[src/rtl/irq_priority_encoder_if.sv]
// Request/presentation bus of the interrupt priority encoder.
// Request side is active-low; code side uses a valid/ack handshake.
interface irq_priority_encoder_if;
  logic [7:0] iReq;
  logic [1:0] iEna;
  logic       iAck;
  logic [2:0] oCode;
  logic       oValid;
  logic [7:0] oPendN;
  logic       oBusy;

  modport master (
    output iReq,
    output iEna,
    output iAck,
    input  oCode,
    input  oValid,
    input  oPendN,
    input  oBusy
  );

  modport slave (
    input  iReq,
    input  iEna,
    input  iAck,
    output oCode,
    output oValid,
    output oPendN,
    output oBusy
  );
endinterface

[src/rtl/irq_priority_encoder.sv]
// Registered 8-to-3 priority encoder with request latching.
// Presents one pending line at a time and holds it until acknowledged.
module irq_priority_encoder #(
  parameter bit         PRIO_HIGH = 1'b1,
  parameter logic [1:0] EN_CODE   = 2'b10
) (
  input logic                   iClk,
  input logic                   iRst,
  irq_priority_encoder_if.slave bus
);

  typedef enum logic {
    IDLE,
    PRESENT
  } state_t;

  state_t     state;
  state_t     state_nx;
  logic [7:0] pending;
  logic [7:0] pending_nx;
  logic [7:0] clear;
  logic [2:0] code;
  logic [2:0] code_nx;
  logic [2:0] winner;
  logic       en;

  assign en = (bus.iEna == EN_CODE);

  always_comb begin
    winner = '0;
    if (PRIO_HIGH) begin
      for (int i = 0; i < 8; i++) begin
        if (pending[i]) winner = 3'(i);
      end
    end else begin
      for (int i = 7; i >= 0; i--) begin
        if (pending[i]) winner = 3'(i);
      end
    end
  end

  always_comb begin
    state_nx = state;
    code_nx  = code;
    clear    = '0;
    unique case (state)
      IDLE: begin
        if (en && (pending != '0)) begin
          code_nx  = winner;
          state_nx = PRESENT;
        end
      end
      PRESENT: begin
        if (bus.iAck) begin
          clear    = 8'b1 << code;
          state_nx = IDLE;
        end
      end
      default: state_nx = IDLE;
    endcase
    // A line still held low on the ack edge re-sets its bit.
    pending_nx = pending & ~clear;
    if (en) pending_nx = pending_nx | ~bus.iReq;
  end

  always_ff @(posedge iClk) begin
    if (iRst) begin
      state   <= IDLE;
      pending <= '0;
      code    <= '0;
    end else begin
      state   <= state_nx;
      pending <= pending_nx;
      code    <= code_nx;
    end
  end

  assign bus.oCode  = code;
  assign bus.oValid = (state == PRESENT);
  assign bus.oPendN = ~pending;
  assign bus.oBusy  = (pending != '0) || (state == PRESENT);

endmodule

[src/flat_wrapper.sv]
// flat-port wrapper written by rule: the top's interface ports become plain ports
module irq_priority_encoder_flat 
#(
  parameter bit         PRIO_HIGH = 1'b1,
  parameter logic [1:0] EN_CODE   = 2'b10
)
  (iClk, iRst, bus_iReq, bus_iEna, bus_iAck, bus_oCode, bus_oValid, bus_oPendN, bus_oBusy);
  irq_priority_encoder_if bus_i ();
  input logic iClk;
  input logic iRst;
  input wire logic [$bits(bus_i.iReq)-1:0] bus_iReq;
  input wire logic [$bits(bus_i.iEna)-1:0] bus_iEna;
  input wire logic [$bits(bus_i.iAck)-1:0] bus_iAck;
  output wire logic [$bits(bus_i.oCode)-1:0] bus_oCode;
  output wire logic [$bits(bus_i.oValid)-1:0] bus_oValid;
  output wire logic [$bits(bus_i.oPendN)-1:0] bus_oPendN;
  output wire logic [$bits(bus_i.oBusy)-1:0] bus_oBusy;
  assign bus_i.iReq = bus_iReq;
  assign bus_i.iEna = bus_iEna;
  assign bus_i.iAck = bus_iAck;
  assign bus_oCode = bus_i.oCode;
  assign bus_oValid = bus_i.oValid;
  assign bus_oPendN = bus_i.oPendN;
  assign bus_oBusy = bus_i.oBusy;
  irq_priority_encoder #(.PRIO_HIGH(PRIO_HIGH), .EN_CODE(EN_CODE)) u_core (.iClk(iClk), .iRst(iRst), .bus(bus_i));
endmodule
[config.mk]
export PLATFORM = sky130hd
export DESIGN_NAME = irq_priority_encoder_flat
export DESIGN_NICKNAME = d
export VERILOG_FILES = /design/src/rtl/irq_priority_encoder_if.sv /design/src/rtl/irq_priority_encoder.sv /design/src/flat_wrapper.sv
export SDC_FILE = /design/constraint.sdc
export NUM_CORES = 1
export LEC_CHECK = 0
export ABC_CLOCK_PERIOD_IN_PS = 1580
export BUFFER_PORTS_ARGS = -buffer_cell sky130_fd_sc_hd__clkbuf_2
export CAP_MARGIN = 30
export CORE_MARGIN = 8
export CORE_UTILIZATION = 44
export CTS_CLUSTER_DIAMETER = 40
export DETAILED_ROUTE_END_ITERATION = 7
export PLACE_DENSITY = 0.85
export RECOVER_POWER = 100
export SLEW_MARGIN = 30
export SYNTH_ARGS = -nofsm -noshare
export SYNTH_HDL_FRONTEND = slang
export SYNTH_SLANG_ARGS = --single-unit
[constraint.sdc]
create_clock -name iClk -period 1.58 [get_ports iClk]
set_input_delay 0 -clock iClk [delete_from_list [all_inputs] [get_ports iClk]]
set_output_delay 0 -clock iClk [all_outputs]
set_load 0.02 [all_outputs]
After elaboration in Yosys (flattened, before gate mapping)
Cells that the tools add are included.
{"block": "totals", "inputBits": 13, "ff_bits": 12, "elab_cells": 28, "out_inout_bits": 13}
{"block": "classes", "n_mux": 13, "shift": 1, "n_eq_ne": 1, "reduce_logical": 4, "bitwise": 6}
{"operator": "two-way mux 8 bit", "count": 3}
{"operator": "NOT 8 bit", "count": 3}
{"operator": "two-way mux 3 bit", "count": 6}
{"operator": "bitwise AND 8 bit", "count": 1}
{"operator": "OR 8 bit", "count": 1}
{"operator": "nonzero test 8 bit", "count": 1}
{"operator": "<< shifter 1 x 3 -> 8 bit, first input constant", "count": 1}
{"operator": "two-way mux 1 bit", "count": 3}
{"operator": "== test 2 bit, second input constant", "count": 1}
{"operator": "one-hot mux 1 bit (2 select lines)", "count": 1}
{"operator": "AND reduction 2 bit", "count": 1}
{"operator": "logical AND 1 bit", "count": 1}
{"operator": "logical OR 1 bit", "count": 1}
{"operator": "NOT 1 bit", "count": 1}

Logic depth before layout (Yosys ltp)
{"block": "depth", "word_depth": 7, "depth_mapped": 4, "ltp_nobuf": 4}

Worst setup path before layout
OpenSTA, ideal clock, no wires.
{"block": "synth_path", "kind": "reg-to-reg", "start": "register u_core.pending[3]", "end": "register u_core.code[0], in the netlist u_core.bus.oCode[0]", "setup_slack_ns": 0.320, "required_time_ns": 1.465, "stages_incl_launch_ff": 5, "setup_ns": 0.115, "n_path_buf": 0, "period_less_slack_ns": 1.260, "arrival_ns": 1.146, "cell_sequence": "dfxtp_1 > nor4_2 > a2111oi_4 > o311a_1 > nor3_1"}
{"block": "synth_via", "elab_chain_len": 5, "word_cells_on_any_way": 8, "cone_classes": "mux: 5; reduce/logical: 3"}
{"item": "start: declaration", "line_no": "irq_priority_encoder.sv:19", "source": "logic [7:0] pending;"}
{"item": "start signal: assignment", "line_no": "irq_priority_encoder.sv:73", "source": "pending <= pending_nx;"}
{"item": "two-way mux 3 bit (5 in a row)", "line_no": "irq_priority_encoder.sv:33", "source": "if (pending[i]) winner = 3'(i);"}
{"item": "end signal: assignment", "line_no": "irq_priority_encoder.sv:74", "source": "code <= code_nx;"}
{"item": "end: declaration", "line_no": "irq_priority_encoder.sv:22", "source": "logic [2:0] code;"}
Parallel ways exist; a longest one is shown, timed or not.
A chain may end at the register's enable or synchronous reset.

Worst setup path after layout
Same ends and word-level chain as after synthesis.

==> reports/metrics.json <==
{
  "outcome": {"value": "finished clean"},
  "synth_seq_area_share": {"value": 0.4156},
  "hold_violation_count_in_the_final_report": {"value": 0},
  "die_area": {"value": 0.002730, "unit": "mm2"},
  "route.detailed.drc": {"value": 0},
  "final_period_minus_worst_setup_slack": {"value": 1421, "unit": "ps"},
  "multi_input_gate_area": {"value": 296.5, "unit": "um2"},
  "achievable-frequency": {"value": 703.8, "unit": "MHz"},
  "synthesis.yosys.warnings": {"value": 0},
  "drt_iter0_markers": {"value": 30},
  "row_count": {"value": 13},
  "synth-seq-cells": {"value": 12},
  "worstSkewPairLatency": {"value": 270, "unit": "ps"},
  "place.gp.congestion": {"value": 0.8198},
  "layout-drive-gt1-share": {"value": 0.1905},
  "clock_sinks": {"value": 12},
  "root_buffer": {"value": "sky130_fd_sc_hd__clkbuf_4"},
  "synth.avg_cell_area": {"value": 8.378, "unit": "um2"},
  "place.detailed.hpwl": {"value": 1266, "unit": "um"},
  "finish.utilization": {"value": 0.6460},
  "grt_start_max_net_pins": {"value": 13},
  "setup_tns": {"value": 0, "unit": "ps"},
  "pwr_density_cell": {"value": 929.5, "unit": "mW/mm2"},
  "initial_antenna_violation_count": {"value": 0},
  "synth_area": {"value": 578.1, "unit": "um2"},
  "endpoint_arrival_time_on_the_critical_path": {"value": 1580, "unit": "ps"},
  "antenna_cells_inserted": {"value": 0},
  "critical_path_peak_fanout": {"value": 7},
  "design.core.area": {"value": 0.001269, "unit": "mm2"},
  "fin_worst_skew": {"value": 1.156, "unit": "ps"},
  "min_period_over_period": {"value": 0.8993},
  "postCtsSetupRepairBufs": {"value": 0},
  "detail-route-antenna-nets": {"value": 0},
  "routed-via-count": {"value": 661},
  "fp.dieH": {"value": 52.25, "unit": "um"},
  "syn2layout_area_growth": {"value": 41.77, "unit": "%"},
  "crit_slowest_cell": {"value": "sky130_fd_sc_hd__a2111oi_4"},
  "totalWireLength": {"value": 1770, "unit": "um"},
  "nets": {"value": 119},
  "syn_inst": {"value": 69},
  "num_io_pins": {"value": 26},
  "cp_cell_sequence": {"value": "nor4_2 -> a2111oi_4 -> o311a_1 -> nor3_1"},
  "worst_setup_path_start_kind": {"value": "register"},
  "detail_route.first_pass.iterations": {"value": 6},
  "port_buffers": {"value": 25},
  "report.final.setup_viol": {"value": 0},
  "maxSlewHeadroom": {"value": 0.6979},
  "seqCellArea": {"value": 240.2, "unit": "um2"},
  "die_w": {"value": 52.25, "unit": "um"},
  "layout_common_cells": {"value": "13 x sky130_fd_sc_hd__clkbuf_2, 12 x sky130_fd_sc_hd__clkbuf_1, 12 x sky130_fd_sc_hd__dfxtp_1, 11 x sky130_fd_sc_hd__a21oi_1, 10 x sky130_fd_sc_hd__inv_1"},
  "static-leakage-power": {"value": 0.3005, "unit": "nW"},
  "pre_cts_ws": {"value": 196.7, "unit": "ps"},
  "cts_tree": {"value": "yes"},
  "floorplan.initialDensity": {"value": 0.4556},
  "clk_path_buf_depth": {"value": 2},
  "route.detailed.wl_per_inst": {"value": 14.75, "unit": "um"},
  "rsz0062_at_grt": {"value": "false"},
  "maxCapViolations": {"value": 0},
  "wire_length_of_the_first_global_routing_pass": {"value": 2842, "unit": "um"},
  "synthesis.nets": {"value": 82},
  "slew_viol_final": {"value": 0},
  "timing.hold.worst.class": {"value": "in -> reg"},
  "detail_route.vias_per_cell": {"value": 5.508},
  "first_global_vias": {"value": 659},
  "final_common_cell": {"value": "sky130_fd_sc_hd__clkbuf_2"},
  "cts_htree_levels": {"value": 1},
  "worstPathRequired": {"value": 1740, "unit": "ps"},
  "timing_worst_slew_pin_value": {"value": 453.1, "unit": "ps"},
  "worstSetupEndpointType": {"value": "register"},
  "power.ir.vdd_worst": {"value": 376.1, "unit": "uV"},
  "worst_case_setup_margin_in_the_final_layout": {"value": 159.1, "unit": "ps"},
  "grt_total_usage": {"value": 0.1322},
  "grt_overflow": {"value": 0},
  "synth_cell_types": {"value": 17},
  "criticalPathCategory": {"value": "reg -> reg"},
  "crit_path_max_incr_delay": {"value": 510, "unit": "ps"},
  "inserted_clock_buffers": {"value": 3},
  "clk_pin_slew": {"value": 80, "unit": "ps"},
  "fillers": {"value": 125}
}
[worst paths after layout]
check	start	end	slack [ps]	cells after the start
worst max-delay path	u_core.pending[3]$_SDFF_PP0_	u_core.bus.oCode[0]$_SDFFE_PP0P_	160	4
worst max register to register	u_core.pending[3]$_SDFF_PP0_	u_core.bus.oCode[0]$_SDFFE_PP0P_	160	4
worst min-delay path	bus_iAck	u_core.bus.oValid$_SDFF_PP0_	30	4
worst min register to register	u_core.pending[0]$_SDFF_PP0_	u_core.pending[0]$_SDFF_PP0_	500	2
[area by class of cell]
type	count	share of cell area
Multi-Input combinational cell	46	0.3618
Sequential cell	12	0.2931
Timing Repair Buffer	33	0.2321
Inverter	10	0.04580
Clock buffer	4	0.04427
Tap cell	15	0.02290
[sequential cells by signal, summed over array words and instances (netlist names)]
name and count:
u_core.pending 8, u_core.bus.oValid 1, u_core.bus.oCode 3
[through the flow]
step / area, um2 / instances / power (mW) / hold WS (ps)
2_1_floorplan: 578.1 / 69 / 0.4479 / 72.76
3_3_place_gp: 718.2 / 108 / 0.5032 / 259.1
3_5_place_dp: 718.2 / 108 / 0.5066 / 263.5
4_1_cts: 834.6 / 120 / 0.7655 / 30.40
5_1_grt: 819.5 / 120 / 0.7995 / 76.36
6_report: 819.5 / 120 / 0.7618 / 28.21
[critical path: cells and delay by family (launching register included)]
kind | cells | cell delay (ps)
simple gates | 2 | 130
compound gates | 2 | 760
flops | 1 | 410
[Yosys cell counts]
| cell type | n | area [um2] |
|---|---|---|
| sky130_fd_sc_hd__nor4_2 | 2 | 25.02 |
| sky130_fd_sc_hd__dfxtp_1 | 12 | 240.2 |
| sky130_fd_sc_hd__nand2b_1 | 2 | 12.51 |
| sky130_fd_sc_hd__a211oi_1 | 3 | 22.52 |
| sky130_fd_sc_hd__a2111oi_4 | 1 | 27.53 |
| sky130_fd_sc_hd__o21ai_0 | 6 | 30.03 |
| sky130_fd_sc_hd__o311a_1 | 1 | 10.01 |
| sky130_fd_sc_hd__inv_1 | 10 | 37.54 |
| sky130_fd_sc_hd__nand3b_1 | 2 | 15.01 |
| sky130_fd_sc_hd__or3_1 | 8 | 50.05 |
| sky130_fd_sc_hd__nor2_1 | 4 | 15.01 |
| sky130_fd_sc_hd__clkbuf_1 | 1 | 3.750 |
| sky130_fd_sc_hd__o31ai_1 | 2 | 15.01 |
| sky130_fd_sc_hd__nand2_1 | 1 | 3.750 |
| sky130_fd_sc_hd__nor3_1 | 2 | 10.01 |
| sky130_fd_sc_hd__nand3_1 | 1 | 5.000 |
| sky130_fd_sc_hd__a21oi_1 | 11 | 55.05 |
[per-layer routing]
metal,track usage,routed length [um],vias up
li1,-,-,318
met1,0.1431,696,292
met2,0.2280,828,40
met3,0.03977,189,11
met4,0.06466,56,0
met5,0,0,-
[kinds of logic (layout without fill, tap and decap cells)]
family          after synthesis  after routing  share of synthesized area
buf+inv                      11             47                    0.07143
simple gates                 22             22                     0.2359
compound gates               24             24                     0.2771
flops                        12             12                     0.4156
[what timing repair did]
item,in CTS,in global routing
endpoints found under the hold margin,8,0
hold buffers,8,0
resized for setup,0,0
setup endpoints to repair,0,0
[report_power, final]
group | internal, mW | switching, mW
clock | 0.140 | 0.110
combinational | 0.0694 | 0.0932
sequential | 0.321 | 0.0283
total | 0.531 | 0.231
Power figures use the tool's default switching activity.
